### src/rtl/uart_tx_mmio_if.sv
// Write-port bundle between the CPU store path and the MMIO UART transmitter.
// master = CPU side, slave = transmitter side.
interface uart_tx_mmio_if #(
  parameter int FIFO_DEPTH = 4
);
  localparam int CW = $clog2(FIFO_DEPTH) + 1;

  logic [7:0]    tx_data_in;
  logic          tx_we_in;
  logic          tx_busy_out;
  logic          tx_serial_out;
  logic [CW-1:0] fifo_count_out;
  logic          overflow_out;

  modport master (
    output tx_data_in, tx_we_in,
    input  tx_busy_out, tx_serial_out, fifo_count_out, overflow_out
  );

  modport slave (
    input  tx_data_in, tx_we_in,
    output tx_busy_out, tx_serial_out, fifo_count_out, overflow_out
  );
endinterface

### src/rtl/uart_tx_mmio.sv
// MMIO UART transmitter: byte-write FIFO feeding an 8N1 LSB-first serializer.
// Define UART_TX_PARITY_EN to insert an even-parity bit (8E1 frames).
//
// state  | meaning
// IDLE   | line high, waiting for a FIFO entry
// START  | start bit (line low)
// DATA   | shifting data bits, LSB first
// PARITY | even parity bit (UART_TX_PARITY_EN only)
// STOP   | stop bit (line high); pops the next byte at its end
module uart_tx_mmio #(
  parameter int CLK_HZ     = 100000000,
  parameter int BAUD       = 115200,
  parameter int FIFO_DEPTH = 4
) (
  input logic           clk,
  input logic           rst,
  uart_tx_mmio_if.slave bus
);
  localparam int CLKS_PER_BIT = CLK_HZ / BAUD;
  localparam int BW = $clog2(CLKS_PER_BIT);
  localparam int PW = $clog2(FIFO_DEPTH);
  localparam int CW = PW + 1;
  localparam logic [BW-1:0] BAUD_LAST = BW'(CLKS_PER_BIT - 1);
  localparam logic [CW-1:0] FULL_CNT  = CW'(FIFO_DEPTH);

  typedef enum logic [2:0] {
    S_IDLE,
    S_START,
    S_DATA,
`ifdef UART_TX_PARITY_EN
    S_PARITY,
`endif
    S_STOP
  } state_t;

  logic [7:0]    r_mem [FIFO_DEPTH];
  logic [PW-1:0] r_wr_ptr;
  logic [PW-1:0] r_rd_ptr;
  logic [CW-1:0] r_count;
  logic          r_overflow;

  state_t        r_state;
  logic [BW-1:0] r_baud;
  logic [2:0]    r_bit;
  logic [7:0]    r_shift;

  state_t        w_state_nxt;
  logic [BW-1:0] w_baud_nxt;
  logic [2:0]    w_bit_nxt;
  logic          w_pop;
  logic          w_push;
  logic          w_nonempty;
  logic          w_baud_done;
  logic          w_tx;

  assign w_nonempty  = (r_count != '0);
  assign w_baud_done = (r_baud == BAUD_LAST);
  // A full FIFO still takes a write when the serializer pops in the same cycle.
  assign w_push      = bus.tx_we_in && ((r_count != FULL_CNT) || w_pop);

  always_ff @(posedge clk) begin
    if (!rst) begin
      r_wr_ptr   <= '0;
      r_rd_ptr   <= '0;
      r_count    <= '0;
      r_overflow <= 1'b0;
    end else begin
      if (w_push) r_wr_ptr <= r_wr_ptr + PW'(1);
      if (w_pop)  r_rd_ptr <= r_rd_ptr + PW'(1);
      case ({w_push, w_pop})
        2'b10:   r_count <= r_count + CW'(1);
        2'b01:   r_count <= r_count - CW'(1);
        default: r_count <= r_count;
      endcase
      if (bus.tx_we_in && !w_push) r_overflow <= 1'b1;
    end
  end

  always_ff @(posedge clk) begin
    if (rst && w_push) r_mem[r_wr_ptr] <= bus.tx_data_in;
  end

  always_ff @(posedge clk) begin
    if (!rst) begin
      r_state <= S_IDLE;
      r_baud  <= '0;
      r_bit   <= '0;
      r_shift <= '0;
    end else begin
      r_state <= w_state_nxt;
      r_baud  <= w_baud_nxt;
      r_bit   <= w_bit_nxt;
      if (w_pop) r_shift <= r_mem[r_rd_ptr];
    end
  end

  always_comb begin
    w_state_nxt = r_state;
    w_baud_nxt  = r_baud;
    w_bit_nxt   = r_bit;
    w_pop       = 1'b0;
    w_tx        = 1'b1;
    case (r_state)
      S_IDLE: begin
        w_baud_nxt = '0;
        w_bit_nxt  = '0;
        if (w_nonempty) begin
          w_pop       = 1'b1;
          w_state_nxt = S_START;
        end
      end
      S_START: begin
        w_tx = 1'b0;
        if (w_baud_done) begin
          w_baud_nxt  = '0;
          w_bit_nxt   = '0;
          w_state_nxt = S_DATA;
        end else begin
          w_baud_nxt = r_baud + BW'(1);
        end
      end
      S_DATA: begin
        w_tx = r_shift[r_bit];
        if (w_baud_done) begin
          w_baud_nxt = '0;
          if (r_bit == 3'd7) begin
`ifdef UART_TX_PARITY_EN
            w_state_nxt = S_PARITY;
`else
            w_state_nxt = S_STOP;
`endif
          end else begin
            w_bit_nxt = r_bit + 3'd1;
          end
        end else begin
          w_baud_nxt = r_baud + BW'(1);
        end
      end
`ifdef UART_TX_PARITY_EN
      S_PARITY: begin
        w_tx = ^r_shift;
        if (w_baud_done) begin
          w_baud_nxt  = '0;
          w_state_nxt = S_STOP;
        end else begin
          w_baud_nxt = r_baud + BW'(1);
        end
      end
`endif
      S_STOP: begin
        if (w_baud_done) begin
          w_baud_nxt = '0;
          // Chain straight into the next frame when data is waiting.
          if (w_nonempty) begin
            w_pop       = 1'b1;
            w_state_nxt = S_START;
          end else begin
            w_state_nxt = S_IDLE;
          end
        end else begin
          w_baud_nxt = r_baud + BW'(1);
        end
      end
      default: begin
        w_state_nxt = S_IDLE;
        w_baud_nxt  = '0;
        w_bit_nxt   = '0;
      end
    endcase
  end

  assign bus.tx_serial_out  = w_tx;
  assign bus.tx_busy_out    = (r_count == FULL_CNT);
  assign bus.fifo_count_out = r_count;
  assign bus.overflow_out   = r_overflow;
endmodule

### src/flat_wrapper.sv
// flat-port wrapper written by rule: the top's interface ports become plain ports
module uart_tx_mmio_flat 
#(
  parameter int CLK_HZ     = 100000000,
  parameter int BAUD       = 115200,
  parameter int FIFO_DEPTH = 4
)
  (clk, rst, bus_tx_data_in, bus_tx_we_in, bus_tx_busy_out, bus_tx_serial_out, bus_fifo_count_out, bus_overflow_out);
  uart_tx_mmio_if #(.FIFO_DEPTH(FIFO_DEPTH)) bus_i ();
  input logic clk;
  input logic rst;
  input wire logic [$bits(bus_i.tx_data_in)-1:0] bus_tx_data_in;
  input wire logic [$bits(bus_i.tx_we_in)-1:0] bus_tx_we_in;
  output wire logic [$bits(bus_i.tx_busy_out)-1:0] bus_tx_busy_out;
  output wire logic [$bits(bus_i.tx_serial_out)-1:0] bus_tx_serial_out;
  output wire logic [$bits(bus_i.fifo_count_out)-1:0] bus_fifo_count_out;
  output wire logic [$bits(bus_i.overflow_out)-1:0] bus_overflow_out;
  assign bus_i.tx_data_in = bus_tx_data_in;
  assign bus_i.tx_we_in = bus_tx_we_in;
  assign bus_tx_busy_out = bus_i.tx_busy_out;
  assign bus_tx_serial_out = bus_i.tx_serial_out;
  assign bus_fifo_count_out = bus_i.fifo_count_out;
  assign bus_overflow_out = bus_i.overflow_out;
  uart_tx_mmio #(.CLK_HZ(CLK_HZ), .BAUD(BAUD), .FIFO_DEPTH(FIFO_DEPTH)) u_core (.clk(clk), .rst(rst), .bus(bus_i));
endmodule
### config.mk
export PLATFORM = sky130hd
export DESIGN_NAME = uart_tx_mmio_flat
export DESIGN_NICKNAME = d
export VERILOG_FILES = /design/src/rtl/uart_tx_mmio_if.sv /design/src/rtl/uart_tx_mmio.sv /design/src/flat_wrapper.sv
export SDC_FILE = /design/constraint.sdc
export NUM_CORES = 1
export LEC_CHECK = 0
export ABC_CLOCK_PERIOD_IN_PS = 4100
export CORE_MARGIN = 10
export CORE_UTILIZATION = 34
export DETAILED_ROUTE_END_ITERATION = 12
export DONT_BUFFER_PORTS = 1
export HOLD_SLACK_MARGIN = 0.08
export MAX_ROUTING_LAYER = met4
export PLACE_DENSITY = 0.47
export REMOVE_ABC_BUFFERS = 1
export SLEW_MARGIN = 20
export SYNTH_ARGS = -nofsm -noshare
export SYNTH_HDL_FRONTEND = slang
export SYNTH_SLANG_ARGS = --single-unit
### constraint.sdc
create_clock -name clk -period 4.1 [get_ports clk]
set_input_delay 0.615 -clock clk [delete_from_list [all_inputs] [get_ports clk]]
set_output_delay 0.615 -clock clk [all_outputs]
set_load 0.01 [all_outputs]
Word-level counts from Yosys, hierarchy flattened
Memories as Yosys holds them, arrays and structs flattened. A register that Yosys moved wholly into a read port is not among the register bits. Index checks and enable logic that the tools add are counted.

Add/subtract/negate cells: 6. Multiply operators: 0. Div/mod/pow operators: 0. Order comparisons: 1. Eq/ne operators: 15. Shift operators: 0. Multiplexer cells: 20. Bitwise gates (word level): 3. Reduce and logical (&&, ||, !) cells: 13.

Operators with widths (number): $mux 3 (8); $pmux 3 s4 (1); $add 10x1->10 const B (1); $eq 10x10->1 const B (1); $ne 2x1->1 const B (5); $pmux 3 s3 (1); $add 3x1->3 const B (2); $eq 3x2->1 const B (2); $eq 3x3->1 const B (2); $mux 1 (6); $pmux 3 s2 (1); $reduce_or 3->1 (2); $reduce_and 5->1 (1); $add 2x1->2 const B (2); $lt 3x4->1 const B (1); $pmux 1 s2 (2); $reduce_and 4->1 (1); $bmux 1 s3 (1); $eq 3x1->1 const B (1); $logic_and 1x1->1 (3); $logic_not 3->1 (1); $ne 3x3->1 const B (1); $not 1->1 (3); $reduce_bool 3->1 (1); other kinds (7) (8).

Register bits: 24. Latch bits: 0. Bits in writable memories: 32. ROM bits: 0. Bits of input ports: 11. Memories kept: 1.

Memories: u_core.r_mem (words 4, bits a word 8, rd ports 1, clocked after memory_dff 1, wr ports 1, line uart_tx_mmio.sv:36) `logic [7:0] r_mem [FIFO_DEPTH];`.

Logic depth before layout (Yosys ltp)
Gate-level depths: netlist (run 1).

Depth in word-level cells: 9. Gate-level depth with buffers: 11. Mapped depth without buffers: 10.

Worst setup path before layout (run 1)
OpenSTA, ideal clock, no wires.

Path kind: reg-to-reg. From: reg u_core.r_baud[0]. To: reg u_core.r_count[2], in the netlist u_core.bus.fifo_count_out[2]. Setup time: 72 ps. Data arrival time: 2414 ps. Required time: 4028 ps. Slack: 1614 ps. Stages on the path, launching flop included: 12. Path buffers: 1. Period minus slack after synthesis: 2486 ps. Path through: dfxtp_1 > ha_1 > and3b_1 > a41oi_1 > nor3_2 > buf_4 > nand2_1 > fa_1 > or4b_1 > nor2_1 > a211oi_2 > mux2i_1.

Word-level cells in the longest chain between the ends: 7.

Ends and longest elaborated chain: start, declared (line uart_tx_mmio.sv:43) `logic [BW-1:0] r_baud;`; start signal, assigned (line uart_tx_mmio.sv:91) `r_baud <= w_baud_nxt;`; $eq 10x10->1 * (line uart_tx_mmio.sv:57) `assign w_baud_done = (r_baud == BAUD_LAST);`; $mux 1 * (line uart_tx_mmio.sv:151) `if (w_baud_done) begin`; $pmux 1 s2 * (line uart_tx_mmio.sv:103) `case (r_state)`; $logic_or 1x1->1 (line uart_tx_mmio.sv:59) `assign w_push = bus.tx_we_in && ((r_count != FULL_CNT) || w_pop);`; $logic_and 1x1->1 (line uart_tx_mmio.sv:59); $eq 2x1->1 / $eq 2x2->1 (equally long branches) (line uart_tx_mmio.sv:70) `case ({w_push, w_pop})`; $pmux 3 s2 / $reduce_bool 2->1 (equally long branches); end signal, assigned (line uart_tx_mmio.sv:71) `2'b10: r_count <= r_count + CW'(1);`; end signal, assigned (line uart_tx_mmio.sv:72) `2'b01: r_count <= r_count - CW'(1);`; end signal, assigned (line uart_tx_mmio.sv:73) `default: r_count <= r_count;`; end, declared (line uart_tx_mmio.sv:39) `logic [CW-1:0] r_count;`.

Every way passes the cells marked *; elsewhere a longest branch is shown, timed or not. A chain may end at the register's enable or synchronous reset.

Worst setup path after layout (run 1)
Same ends and word-level chain as after synthesis.

==> results.md, run 1 <==
Global route:
- The first global-routing pass estimated around 9.4 mm of wire.
- Entering global routing, the biggest net connects 19 pins.
- The global routing usage summed across all routing layers is 9.59%.
- The via count of the first global-routing pass was between 1,500 and 2,000.
- Summed over all layers, the global routing overflow is 0.
- The initial antenna violation count is 0.

Detailed routing:
- The first detailed-routing pass took 4 iterations.
- After detailed routing, the number of vias per cell comes to a little under 5.
- The count of nets left with antenna violations once routing finished came out at 0.
- For this block, the routed nets add up to 5.54 mm of wire.
- Dividing the detail-routed wire length by the instance count gives 15.8 µm.
- The detailed-route DRC error count is 0.
- In this run, the number of DRC markers left after iteration 0 of detailed routing was between 60 and 70.
- Summing over every cut layer, the via total after detailed routing is 1,711.

Die:
- The cell row count is 33.
- The die is ~110 µm wide.
- Once the floorplan was initialized, standard cells occupied 34.7% of the core.
- For this design the top-level I/O count stands at 17.
- The die is ~110 µm tall.
- The die covers about 0.012 mm².
- The floorplan step defined a core boundary enclosing 0.00818 mm².

Timing:
- Clock skew on the completed layout was measured at roughly 0.0082 ns.
- In the finished design, the share of the clock period the worst path needs comes to a little over three fifths.
- After layout, the minimum clock period comes to ~2.6 ns.
- On the final layout, the worst hold slack is ~0.37 ns.
- The max-slew violation total from the final report came to 0.
- For this run, the top clock speed supported by timing is 388 MHz.
- In this run the tightest slew margin relative to its limit is around 58%.
- The hold violation count in the final report is 0.
- For the pin with the worst max-slew slack, the measured transition is 0.627 ns.
- For the final routed database, the setup TNS stands at 0 ns.
- The number of endpoints failing setup at the final stage is 0.
- Setup repair after global routing left no endpoint under its margin.

Clock network:
- The longest clock path from root to sink contains 2 buffers.
- The hold-fix buffer count after cts is 0.
- TritonCTS built the clock tree.
- For this design, the sink count on the clock tree is 63.
- The quantity of gates resized following cts is 0.
- The clock slew seen by the registers of the worst setup and hold paths is roughly 0.080 ns.
- The tree is rooted in a clkbuf_8.
- The clock insertion delay at the later pin of the skew report is about 0.34 ns.
- The number of setup buffers added after CTS is 0.
- The H-tree generated during clock tree synthesis spans 3 levels.
- The number of clock buffers inserted by TritonCTS is 9.

Power and ir drop:
- The share of total power dissipated in the clock network is between 20% and 30%.
- In this run the power spent charging and discharging nets is approximately 0.0007 W.
- The cell-internal power is 0.00138 W.
- In this run the static leakage power is around 1.1 nW.
- The sequential fraction of design power is between 40% and 50%.
- Net switching is around a third of the power.
- Combinational cells account for between 20% and 30% of the total power.
- The worst-case vdd ir drop is 305 µV.
- The areal power density over the cells is 659 mW/mm².

Setup path:
- The startpoint type of the worst setup path is a register.
- Walking the worst path, the cells encountered are ha_1, and3b_1, a41oi_1, nor3_2, buf_4, nand2_1, fa_1, or4b_1, nor3_1, a211oi_2, mux2i_1.
- In this design, the largest share of critical-path delay is due to simple AND/OR/NAND/NOR gates.
- In this run the worst path has a maximum fanout of 14.
- The largest single stage delay on the critical path is roughly 0.46 ns.
- The critical path data required time is about 4.3 ns.
- STA puts the critical path data arrival time at ~2.8 ns.
- The kind of end point of the critical path is a register.
- The number of buffers and inverters on the critical path is 1.
- The critical path class is register to register.
- On the critical path, the stage with the largest delay is an instance of or4b_1.

Synthesis:
- Among all flip-flop cells after synthesis, the most frequent one is edfxtp_1.
- The number of library cell types mapped by synthesis is 42.
- Synthesis handed over a netlist of 237 instances.
- After synthesis, the cell types taking the most area are edfxtp_1 (34%), dfxtp_1 (22%), mux4_2 (7.9%).
- The area share of the largest cell type after synthesis is 33.9%.
- The number of flip-flops and latches in the synthesized netlist is 63.
- For this run, asynchronously set or reset flops after synthesis account for 0%.
- The netlist area before placement is between 0.002 and 0.003 mm².
- The cell type with the highest aggregate area in the netlist is edfxtp_1.
- Sequential cells were found to cover 55.8% of the synthesized design area.
- By count the netlist is led by edfxtp_1 (32), nand2_1 (32), dfxtp_1 (31).
- The count of synthesis-stage warnings from yosys is 0.
- The number of enable-type register cells in the synthesized netlist is 32.
- The mean post-synth cell area is approximately 12 µm².

Min path:
- The worst hold path belongs to the class input port to register.

Layout:
- The post-route netlist has between 10% and 20% of its cells at a drive strength greater than 1.
- 0 antenna diodes ended up in the layout.
- The net count of the finished layout is around 260.
- The count of fill cells added during filler insertion is about 800.
- The synthesis-to-layout area growth is 11.5%.

Placement:
- The half-perimeter wire length after placement is about 3.8 mm.
- At the end of routability-driven placement, the weighted congestion stood at around 0.77.
- The count of buffers inserted at the top-level ports is 0.

Flow run:
- The number of max-capacitance violations reported is 0.

Status:
- The flow ran to the end, and the final reports show no timing, DRC or antenna violations.
[power groups by stage]
stage          clock network, W  logic [W]  registers, W
6_report               0.000619   0.000616      0.000847
5_1_grt                0.000665   0.000690      0.000868
4_1_cts                0.000641   0.000620      0.000852
3_5_place_dp                  0   0.000617      0.000864
3_3_place_gp                  0   0.000622      0.000863
2_1_floorplan                 0   0.000488      0.000834
[layout by cell type, fill, tap and decap left out, types with 2 or more instances in the layout]
cell	count
edfxtp_1	32
and3_1	3
nor3_1	3
nor2_1	20
mux2i_1	11
inv_1	13
xnor2_1	7
nand3_1	7
a21oi_1	12
nand2_1	32
mux4_2	10
o311ai_0	2
nand2b_1	2
ha_1	11
clkbuf_8	10
bufinv_16	2
o21ai_0	5
and2_1	5
inv_6	2
dfxtp_1	31
xor2_1	3
[cells by family (layout without fill, tap and decap cells)]
group | count (synthesis) | after routing | share of synthesized area (%)
AND/OR/NAND/NOR | 84 | 84 | 14.4
flip-flops | 63 | 63 | 55.8
AO/OA/AOI/OAI | 26 | 26 | 6.09
multiplexers | 21 | 21 | 11.8
buffers and inverters | 21 | 30 | 3.18
adder cells (fa/ha/maj) | 12 | 12 | 5.56
XOR/XNOR | 10 | 10 | 3.09
[state kept, by name (all words and copies together), names as in the netlist]
signal	flops
u_core.r_wr_ptr	2
u_core.r_state	2
u_core.r_rd_ptr	2
u_core.r_shift	8
u_core.r_mem	32
u_core.r_bit	3
u_core.r_baud	10
u_core.bus.overflow_out	1
u_core.bus.fifo_count_out	3
[layout make-up]
| cell class | instances | area (µm²) | area share, % |
|---|---|---|---|
| clock buffers | 10 | 138 | 4.36 |
| clock inverters | 6 | 90.1 | 2.85 |
| inverters | 13 | 48.8 | 1.54 |
| multi-input cells | 153 | 1160 | 36.8 |
| flip-flops and latches | 63 | 1580 | 50.1 |
| well taps | 105 | 131 | 4.16 |
| repair buffers | 1 | 7.51 | 0.238 |
[stage by stage]
| step | std cells | power (W) | utilization [%] | setup WS (ns) | area (µm²) |
|---|---|---|---|---|---|
| finish | 351 | 0.00208 | 38.6 | 1.53 | 3160 |
| global route | 351 | 0.00222 | 38.6 | 1.34 | 3160 |
| CTS | 351 | 0.00211 | 38.6 | 1.52 | 3160 |
| detailed placement | 335 | 0.00148 | 35.9 | 1.54 | 2930 |
| global placement | 335 | 0.00148 | 35.9 | 1.58 | 2930 |
| floorplan | 229 | 0.00132 | - | 1.47 | 2790 |
[worst register-to-register path, stage by stage, from the launching register on]
cell      delay (ns)
dfxtp_1         0.34
ha_1            0.24
and3b_1         0.21
a41oi_1         0.29
nor3_2          0.07
buf_4           0.20
nand2_1         0.09
fa_1            0.19
or4b_1          0.46
nor3_1          0.19
a211oi_2        0.06
mux2i_1         0.12
[final timing paths]
kind | end | from | slack, ns | cells after the start
setup / recovery | u_core.bus.fifo_count_out[2] | u_core.r_baud[0] | 1.53 | 11
setup reg to reg | u_core.bus.fifo_count_out[2] | u_core.r_baud[0] | 1.53 | 11
hold reg to reg | u_core.r_shift[2] | u_core.r_shift[2] | 0.46 | 2
hold / removal | u_core.r_mem[3][3] | bus_tx_data_in[3] | 0.37 | 0
[routing by layer]
layer / vias to the layer above / wire length (µm) / global-route usage, %
met5: - / 0 / -
met4: 0 / 85 / 3.34
met3: 9 / 358 / 4.27
met2: 42 / 2540 / 15.0
met1: 809 / 2550 / 10.6
li1: 851 / - / -
(Power assumes the default switching activity.)
==> run 2, diff against run 1 <==
--- a/config.mk
+++ b/config.mk
@@ -5,14 +5,14 @@
 export SDC_FILE = /design/constraint.sdc
 export NUM_CORES = 1
 export LEC_CHECK = 0
-export ABC_CLOCK_PERIOD_IN_PS = 4100
+export ABC_CLOCK_PERIOD_IN_PS = 2350
 export CORE_MARGIN = 10
 export CORE_UTILIZATION = 34
 export DETAILED_ROUTE_END_ITERATION = 12
 export DONT_BUFFER_PORTS = 1
 export HOLD_SLACK_MARGIN = 0.08
 export MAX_ROUTING_LAYER = met4
-export PLACE_DENSITY = 0.47
+export PLACE_DENSITY = 0.49
 export REMOVE_ABC_BUFFERS = 1
 export SLEW_MARGIN = 20
 export SYNTH_ARGS = -nofsm -noshare
==> constraint.sdc (replaced) <==
create_clock -name clk -period 2.35 [get_ports clk]
set_input_delay 0.3525 -clock clk [delete_from_list [all_inputs] [get_ports clk]]
set_output_delay 0.3525 -clock clk [all_outputs]
set_load 0.01 [all_outputs]
==> run 2 against run 1 <==
  * Sequential share of layout area decreased by 3.3 points
  * Sequential power grew 71%
  * Design area is 7.3% higher
  * Critical path type unchanged
  * Non-clock buffer count is 24 higher
  * Largest cell class unchanged
  * Die area unchanged
==> results.md, run 2 (synthesis gave the netlist of run 1 again) <==
Setup path:
- The critical path buffer and inverter count came to 0 (-1).
- By instance count, the cell type seen most on the critical path is nor3_2.
- The critical path class is register to register.
- The setup slack on the worst flop-to-flop path is 0.12 ns (-1.40 ns).
- The worst setup path is launched from a register.
- The biggest cell delay along the critical path is 0.34 ns (-0.12 ns).
- The biggest fanout along the worst timing path is 2 (-12).
- STA classifies the critical path endpoint as a register.
- The critical path data required time was 2.63 ns (-1.70 ns).
- The critical path data arrival time is 2.51 ns (-0.29 ns).
- Walking the worst path, the cells encountered are ha_2, and3b_2, a41oi_2, nor3_2, nand2_1, fa_2, or4b_4, nor3_2, a211oi_2, mux2i_1.
- On the critical path the largest part of the delay comes from simple AND/OR/NAND/NOR gates.
- The cell with the largest stage delay on the worst path is fa_2.

Layout:
- The flip-flop count of the largest register after layout came to 32 (unchanged).
- The final net count is 288 (+9.1%).
- The area growth from synthesis to layout is 19.6%.
- u_core.r_mem holds more flip-flops than any other register.
- The largest registers in the layout are u_core.r_mem: 32 flops, u_core.r_baud: 10 flops, u_core.r_shift: 8 flops.
- The antenna cell count is 0 (unchanged).
- The top cell types in the final layout, fill and taps aside, are nand2_1 (32), edfxtp_1 (32), dfxtp_1 (29).
- The fraction of final layout cells with drive strength greater than 1 is 21.9% (+8.0 points).

Power and ir drop:
- The worst-case vdd ir drop was 420 µV (+37%).
- The logic gate share of total power is 35.8% (+6.2 points).
- The overall power of the completed layout is 0.00358 W (+72%).
- The cell-internal power came to 0.00231 W (+67%).
- The areal power density over the cells is 1060 mW/mm² (+60%).
- The sequential fraction of design power is 40.5% (-0.2 points).
- The net switching component of the power is 0.00127 W (+81%).
- The switching portion of total power is 35.5% (+1.9 points).
- The static leakage is 1.21 nW (+9.3%).
- The relative contribution of the clock network to total power came to 23.7% (-6.0 points).

Flow run:
- The number of max-capacitance violations reported is 0 (unchanged).

Placement:
- The weighted congestion reported at the end of routability-driven placement was 0.783 (+1.7%).
- The count of buffers inserted at the top-level ports is 0 (unchanged).
- The half-perimeter wire length after placement came to 3.85 mm (+2.3%).

Detailed routing:
- The routed length per instance was 14.7 µm (-6.9%).
- The remaining number of nets flagged by the antenna check after routing is 0 (unchanged).
- The number of vias in the routed layout is 1,830 (+7.0%).
- The highest metal layer carrying signal wires in the routed design is met4.
- The met1 wire length was 2.68 mm (+5.0%).
- The via-per-instance ratio is 4.88 (+0.11%).
- The total detailed-routing wirelength is 5.51 mm (-0.52%).
- The number of iterations in the first detailed-routing pass is 4 (unchanged).
- The number of DRC markers in iteration 0 is 58 (-4.9%).
- The detailed-route DRC error count is 0 (unchanged).
- The routed length on met3 is 203 µm (-43%).
- The wire length on met2 is 2.56 mm (+0.87%).

Status:
- The run finished with clean final reports.

Die:
- The core footprint is 0.00818 mm² (unchanged).
- The die footprint was 0.0124 mm² (unchanged).
- The floorplan die height is 111 µm (unchanged).
- The I/O pin total is 17 (unchanged).
- The starting utilization of the core area came to 34.7% (unchanged).
- The cell row count came to 33 (unchanged).
- The floorplan die width is 111 µm (unchanged).

Clock network:
- The clock tree from TritonCTS is built.
- The clock insertion delay at the later pin of the skew report came to 0.34 ns (about the same).
- The clock slew seen by the registers of the worst setup and hold paths is 0.08 ns (about the same).
- The tree is rooted in a clkbuf_8.
- The number of clock buffers inserted by TritonCTS is 9 (unchanged).
- The number of buffers on the longest clock path came to 2 (unchanged).
- The total number of clock tree sinks is 63 (unchanged).
- The H-tree level count is 3 (unchanged).

Timing:
- The post-route fraction of the period consumed by the critical path is 94.8% (+32 points).
- The max-slew violation total from the final report was 0 (unchanged).
- The clock period minus worst slack is 2.23 ns (-0.346 ns).
- The tightest hold margin is 0.144 ns (-0.226 ns).
- The transition time at the pin with the least slew margin is 0.555 ns (-0.0720 ns).
- The number of endpoints failing setup at the final stage was 0 (unchanged).
- The hold violation count in the final report is 0 (unchanged).
- The maximum clock skew at final layout is 0.00754 ns (-0.000705 ns).
- The max-slew headroom at the worst pin is 62.6% (+4.8 points).
- The upper clock frequency limit is 449 MHz (+16%).
- The total negative slack is 0 ns (unchanged).

Global route:
- The global-route wire length before repair is 9.05 mm (-3.5%).
- The total congestion overflow after global routing is 0 (unchanged).
- The via count of the first global-routing pass is 1,733 (-6.0%).
- The initial antenna violation count is 0 (unchanged).
- The global routing usage summed across all routing layers was 9.35% (-0.24 points).
- The largest net degree at the start of global routing is 19 (unchanged).

Min path:
- The type of the tightest min-delay check is input port to register.
-- run 2: cell count changes in the layout (fill, tap and decap cells not counted), sizes merged --
| cell | change |
|---|---|
| clkbuf | -1 |
| clkinv | +2 |
| buf | +16 |
| bufinv | -2 |
| clkinvlp | +1 |
| dlygate4sd3 | +8 |
-- run 2: worst reg2reg max path, delay by kind of cell (launching register included) --
kind	cells	cell delay (ns)
AOI/OAI and AO/OA	2	0.35
adders and majority gates	2	0.51
DFF	1	0.33
muxes	1	0.19
and+or+nand+nor	5	0.79
-- run 2: final timing paths --
path         cells after the start                           end         startpoint
max reg2reg                     10  u_core.bus.fifo_count_out[2]   u_core.r_baud[0]
min reg2reg                      2             u_core.r_shift[7]  u_core.r_shift[7]
min                              1  u_core.bus.fifo_count_out[1]       bus_tx_we_in
max                             10  u_core.bus.fifo_count_out[2]   u_core.r_baud[0]
-- run 2: what timing repair did --
action                                  in CTS  in global routing
resized for setup                            2                  9
setup buffers                                0                  2
hold buffers                                 0                  8
pin swaps                                    0                  4
hold endpoints to repair                     0                 32
endpoints found under the setup margin       2                  2
-- run 2: layer usage --
| metal | global-route usage (%) | up-vias |
|---|---|---|
| li1 | - | 902 |
| met1 | 11.3 | 893 |
| met2 | 13.8 | 29 |
| met3 | 3.73 | 6 |
| met4 | 3.34 | 0 |
| met5 | - | - |
-- run 2: area by class of cell --
cell class / instances / area (µm²)
Inverter: 13 / 48.8
Fill cell: 813 / 4790
Clock inverter: 7 / 57.6
Sequential cell: 63 / 1580
Tap cell: 105 / 131
Timing Repair Buffer: 25 / 258
Multi-Input combinational cell: 153 / 1190
Clock buffer: 9 / 124
-- run 2: metrics by stage --
step / cells / setup WS (ns) / cell area, µm² / utilization (%)
after floorplan: 229 / -0.276 / 2790 / -
after global placement: 349 / 0.0938 / 3090 / 37.8
after detailed placement: 349 / 0.0449 / 3090 / 37.8
after CTS: 365 / 0.0519 / 3280 / 40.1
after global routing: 375 / -0.00545 / 3390 / 41.5
final: 375 / 0.122 / 3390 / 41.5
-- run 2: power groups by stage --
stage          Clock [W]  Combinational [W]  Sequential [W]
6_report        0.000850            0.00128         0.00145
2_1_floorplan          0           0.000851         0.00145
3_3_place_gp           0            0.00124         0.00147
3_5_place_dp           0            0.00124         0.00148
4_1_cts         0.000896            0.00126         0.00145
5_1_grt         0.000945            0.00142         0.00148
==> run 3, diff against run 2 <==
--- a/config.mk
+++ b/config.mk
@@ -12,7 +12,7 @@
 export DONT_BUFFER_PORTS = 1
 export HOLD_SLACK_MARGIN = 0.08
 export MAX_ROUTING_LAYER = met4
-export PLACE_DENSITY = 0.49
+export PLACE_DENSITY_LB_ADDON = 0.1
 export REMOVE_ABC_BUFFERS = 1
 export SLEW_MARGIN = 20
 export SYNTH_ARGS = -nofsm -noshare
==> run 3 against run 2 <==
  * Global-route usage is 0.22 points higher
  * Fmax is 0.13% higher
  * Core utilization hardly changed
  * Count of clock-buffer cells in the layout stayed put
  * Hold slack worse by 0.040 ns
  * Clock skew is 0.0048 ns higher
  * Via count is 2.7% lower
  * Worst setup slack better by 0.0029 ns
  * Combinational power hardly changed
  * Wire length is 3.8% higher
  * Critical path type unchanged
  * Power is 9.3% higher
==> results.md, run 3 (synthesis gave the netlist of run 1 again) <==
Global route:
- The total congestion overflow after global routing is 0 (unchanged).
- The initial antenna violation count is 0 (unchanged).
- The via count of the first global-routing pass is 1,799 (+3.8%).
- The largest net degree at the start of global routing is 19 (unchanged).
- The global routing usage summed across all routing layers is 9.57% (+0.22 points).
- The global-route wire length before repair is 9.32 mm (+3.1%).

Status:
- The run finished with clean final reports.

Timing:
- The post-route fraction of the period consumed by the critical path is 94.7% (-0.12 points).
- The clock period minus worst slack came to 2.22 ns (-0.00292 ns).
- The max-slew headroom at the worst pin was 60.6% (-2.0 points).
- The transition time at the pin with the least slew margin is 0.585 ns (+0.0302 ns).
- The maximum clock skew at final layout came to 0.0123 ns (+0.00481 ns).
- The max-slew violation total from the final report is 0 (unchanged).
- The upper clock frequency limit is 449 MHz (+0.13%).
- The number of endpoints failing setup at the final stage is 0 (unchanged).
- The hold violation count in the final report came to 0 (unchanged).
- The total negative slack is 0 ns (unchanged).

Clock network:
- The clock slew seen by the registers of the worst setup and hold paths is 0.08 ns (about the same).
- The total number of clock tree sinks was 63 (unchanged).
- Clock tree synthesis selected as its root buffer the cell clkbuf_8.
- The clock insertion delay at the later pin of the skew report is 0.34 ns (about the same).
- The H-tree level count is 3 (unchanged).
- TritonCTS built the clock tree.
- The number of buffers on the longest clock path is 2 (unchanged).
- The number of clock buffers inserted by TritonCTS came to 9 (unchanged).

Min path:
- The launch instance of the worst min-delay path is bus_tx_data_in[4].
- The number of cells traversed by the worst hold path is 0 (-1).
- In this run the worst hold path is classified as input port to register.
- The sink of the worst hold path is u_core.r_mem[3][4].

Layout:
- In the layout the commonest cells are nand2_1 (32), edfxtp_1 (32), dfxtp_1 (29).
- The area occupied by registers is 0.00158 mm² (unchanged).
- The antenna cell count came to 0 (unchanged).
- The count of fill cells added during filler insertion is 791 (-2.7%).
- The final net count is 280 (-2.8%).
- The combined area of the multi-input logic cells came to 0.00120 mm² (+1.1%).
- The flip-flop count of the largest register after layout is 32 (unchanged).
- The register with the most flip-flops is u_core.r_mem.
- The number of standard cells in the layout, taps in and fillers out is 367 (-2.1%).
- The largest registers in the layout are u_core.r_mem: 32 flops, u_core.r_baud: 10 flops, u_core.r_shift: 8 flops.
- The fraction of final layout cells with drive strength greater than 1 is 22.9% (+1.0 points).
- The synthesis-to-layout area growth is 19.7% (about the same).

Detailed routing:
- The routed length per instance was 15.6 µm (+6.1%).
- The number of DRC markers in iteration 0 is 49 (-16%).
- The detailed-route DRC error count is 0 (unchanged).
- The number of iterations in the first detailed-routing pass is 4 (unchanged).
- The via-per-instance ratio is 4.85 (-0.56%).
- The number of vias in the routed layout is 1,781 (-2.7%).
- The remaining number of nets flagged by the antenna check after routing is 0 (unchanged).
- The total detailed-routing wirelength was 5.72 mm (+3.8%).

Die:
- The starting utilization of the core area is 34.7% (unchanged).
- The core footprint is 0.00818 mm² (unchanged).
- The cell row count was 33 (unchanged).
- The I/O pin total is 17 (unchanged).
- The floorplan die width was 111 µm (unchanged).
- The floorplan die height is 111 µm (unchanged).
- The die footprint is 0.0124 mm² (unchanged).

Setup path:
- STA classifies the critical path startpoint as a register.
- The cell depth of the worst flop-to-flop path is 9 (-1).
- The kind of end point of the critical path is a register.
- Traced cell by cell, the critical path runs through and4b_2, a41oi_2, nor3_2, nand2_1, fa_2, or4b_4, nor3_2, a211oi_2, mux2i_1.
- The biggest fanout along the worst timing path came to 4 (+2).
- The critical path class is register to register.
- Among cell families on the critical path, the largest total delay comes from simple AND/OR/NAND/NOR gates.
- The worst flop-to-flop path endpoint is u_core.bus.fifo_count_out[2].
- The most used cell along the critical path is nor3_2.
- The slowest stage of the critical path belongs to the cell fa_2.
- In this run the critical register-to-register path is launched from u_core.r_baud[3].
- The critical path data arrival time was 2.50 ns (about the same).
- The critical path buffer and inverter count came to 0 (unchanged).
- The biggest cell delay along the critical path is 0.35 ns (about the same).
- The setup slack on the worst flop-to-flop path is 0.13 ns (about the same).
- The critical path data required time is 2.62 ns (about the same).

Placement:
- The cell count after placement is 350 (+0.29%).
- The weighted congestion reported at the end of routability-driven placement is 0.738 (-5.7%).
- The count of buffers inserted at the top-level ports is 0 (unchanged).
- The half-perimeter wire length after placement is 3.89 mm (+1.1%).

Power and ir drop:
- The worst-case vdd ir drop came to 378 µV (-10%).
- The areal power density over the cells came to 1150 mW/mm² (+9.3%).
- The static leakage was 1.22 nW (+0.54%).

Flow run:
- The number of max-capacitance violations reported is 0 (unchanged).
run 3: cell types whose count changed in the layout (fill, tap and decap cells not counted), sizes merged:
cell         before  now
dlygate4sd3       8    0
clkinvlp          2    0
inv              15   16
bufinv            0    3
clkinv            3    1
run 3: routing by layer:
layer  wire length (µm)  global-route usage [%]  up-vias
met3                159                    2.38       10
li1                   -                       -      890
met4                113                    5.40        0
met5                  0                       -        -
met2               2710                    14.1       21
met1               2740                    11.7      860
run 3: repair_timing:
| action | CTS | global route |
|---|---|---|
| endpoints found under the setup margin | 0 | 2 |
| hold buffers | 0 | 0 |
| setup buffers | 0 | 1 |
| resized for setup | 0 | 12 |
| endpoints found under the hold margin | 0 | 0 |
run 3: worst max path at each step:
stage                                 from                            to  slack (ns)  cells past startpoint
after floorplan           u_core.r_baud[0]  u_core.bus.fifo_count_out[2]       -0.28                     10
after global placement    u_core.r_baud[0]  u_core.bus.fifo_count_out[2]        0.08                     10
after detailed placement  u_core.r_baud[1]  u_core.bus.fifo_count_out[1]        0.03                      9
after CTS                 u_core.r_baud[1]  u_core.bus.fifo_count_out[1]       0.002                      9
after global routing      u_core.r_baud[3]  u_core.bus.fifo_count_out[2]       -0.02                      9
final                     u_core.r_baud[3]  u_core.bus.fifo_count_out[2]        0.13                      9
run 3: area by class of cell:
class / count / share of cell area (%)
multi-input cells: 153 / 35.3
well taps: 105 / 3.87
clock inverters: 7 / 3.76
clock buffers: 9 / 3.65
flip-flops and latches: 63 / 46.7
inverters: 13 / 1.44
repair buffers: 17 / 5.24
run 3: worst register-to-register path, delay by kind of cell (launching register included):
kind                     cells  cell delay (ns)
AO/OA/AOI/OAI                2             0.37
AND/OR/NAND/NOR              5             0.92
adder cells (fa/ha/maj)      1             0.35
multiplexers                 1             0.19
flip-flops                   1             0.34
run 3: report_power, final:
group	internal [W]	switching, W
clock	0.000721	0.000472
combinational	0.000586	0.000683
sequential	0.00132	0.000133
total	0.00263	0.00129
run 3: stage by stage:
stage	setup WS [ns]	utilization [%]	hold WS [ns]	total power (W)	cell area, µm²
floorplan	-0.276	-	0.426	0.00231	2790
detailed placement	0.0339	37.8	0.448	0.00272	3090
global placement	0.0811	37.8	0.444	0.00272	3090
global route	-0.0237	41.5	0.0857	0.00417	3390
finish	0.125	41.5	0.103	0.00391	3390
CTS	0.00189	40.9	0.0831	0.00393	3350
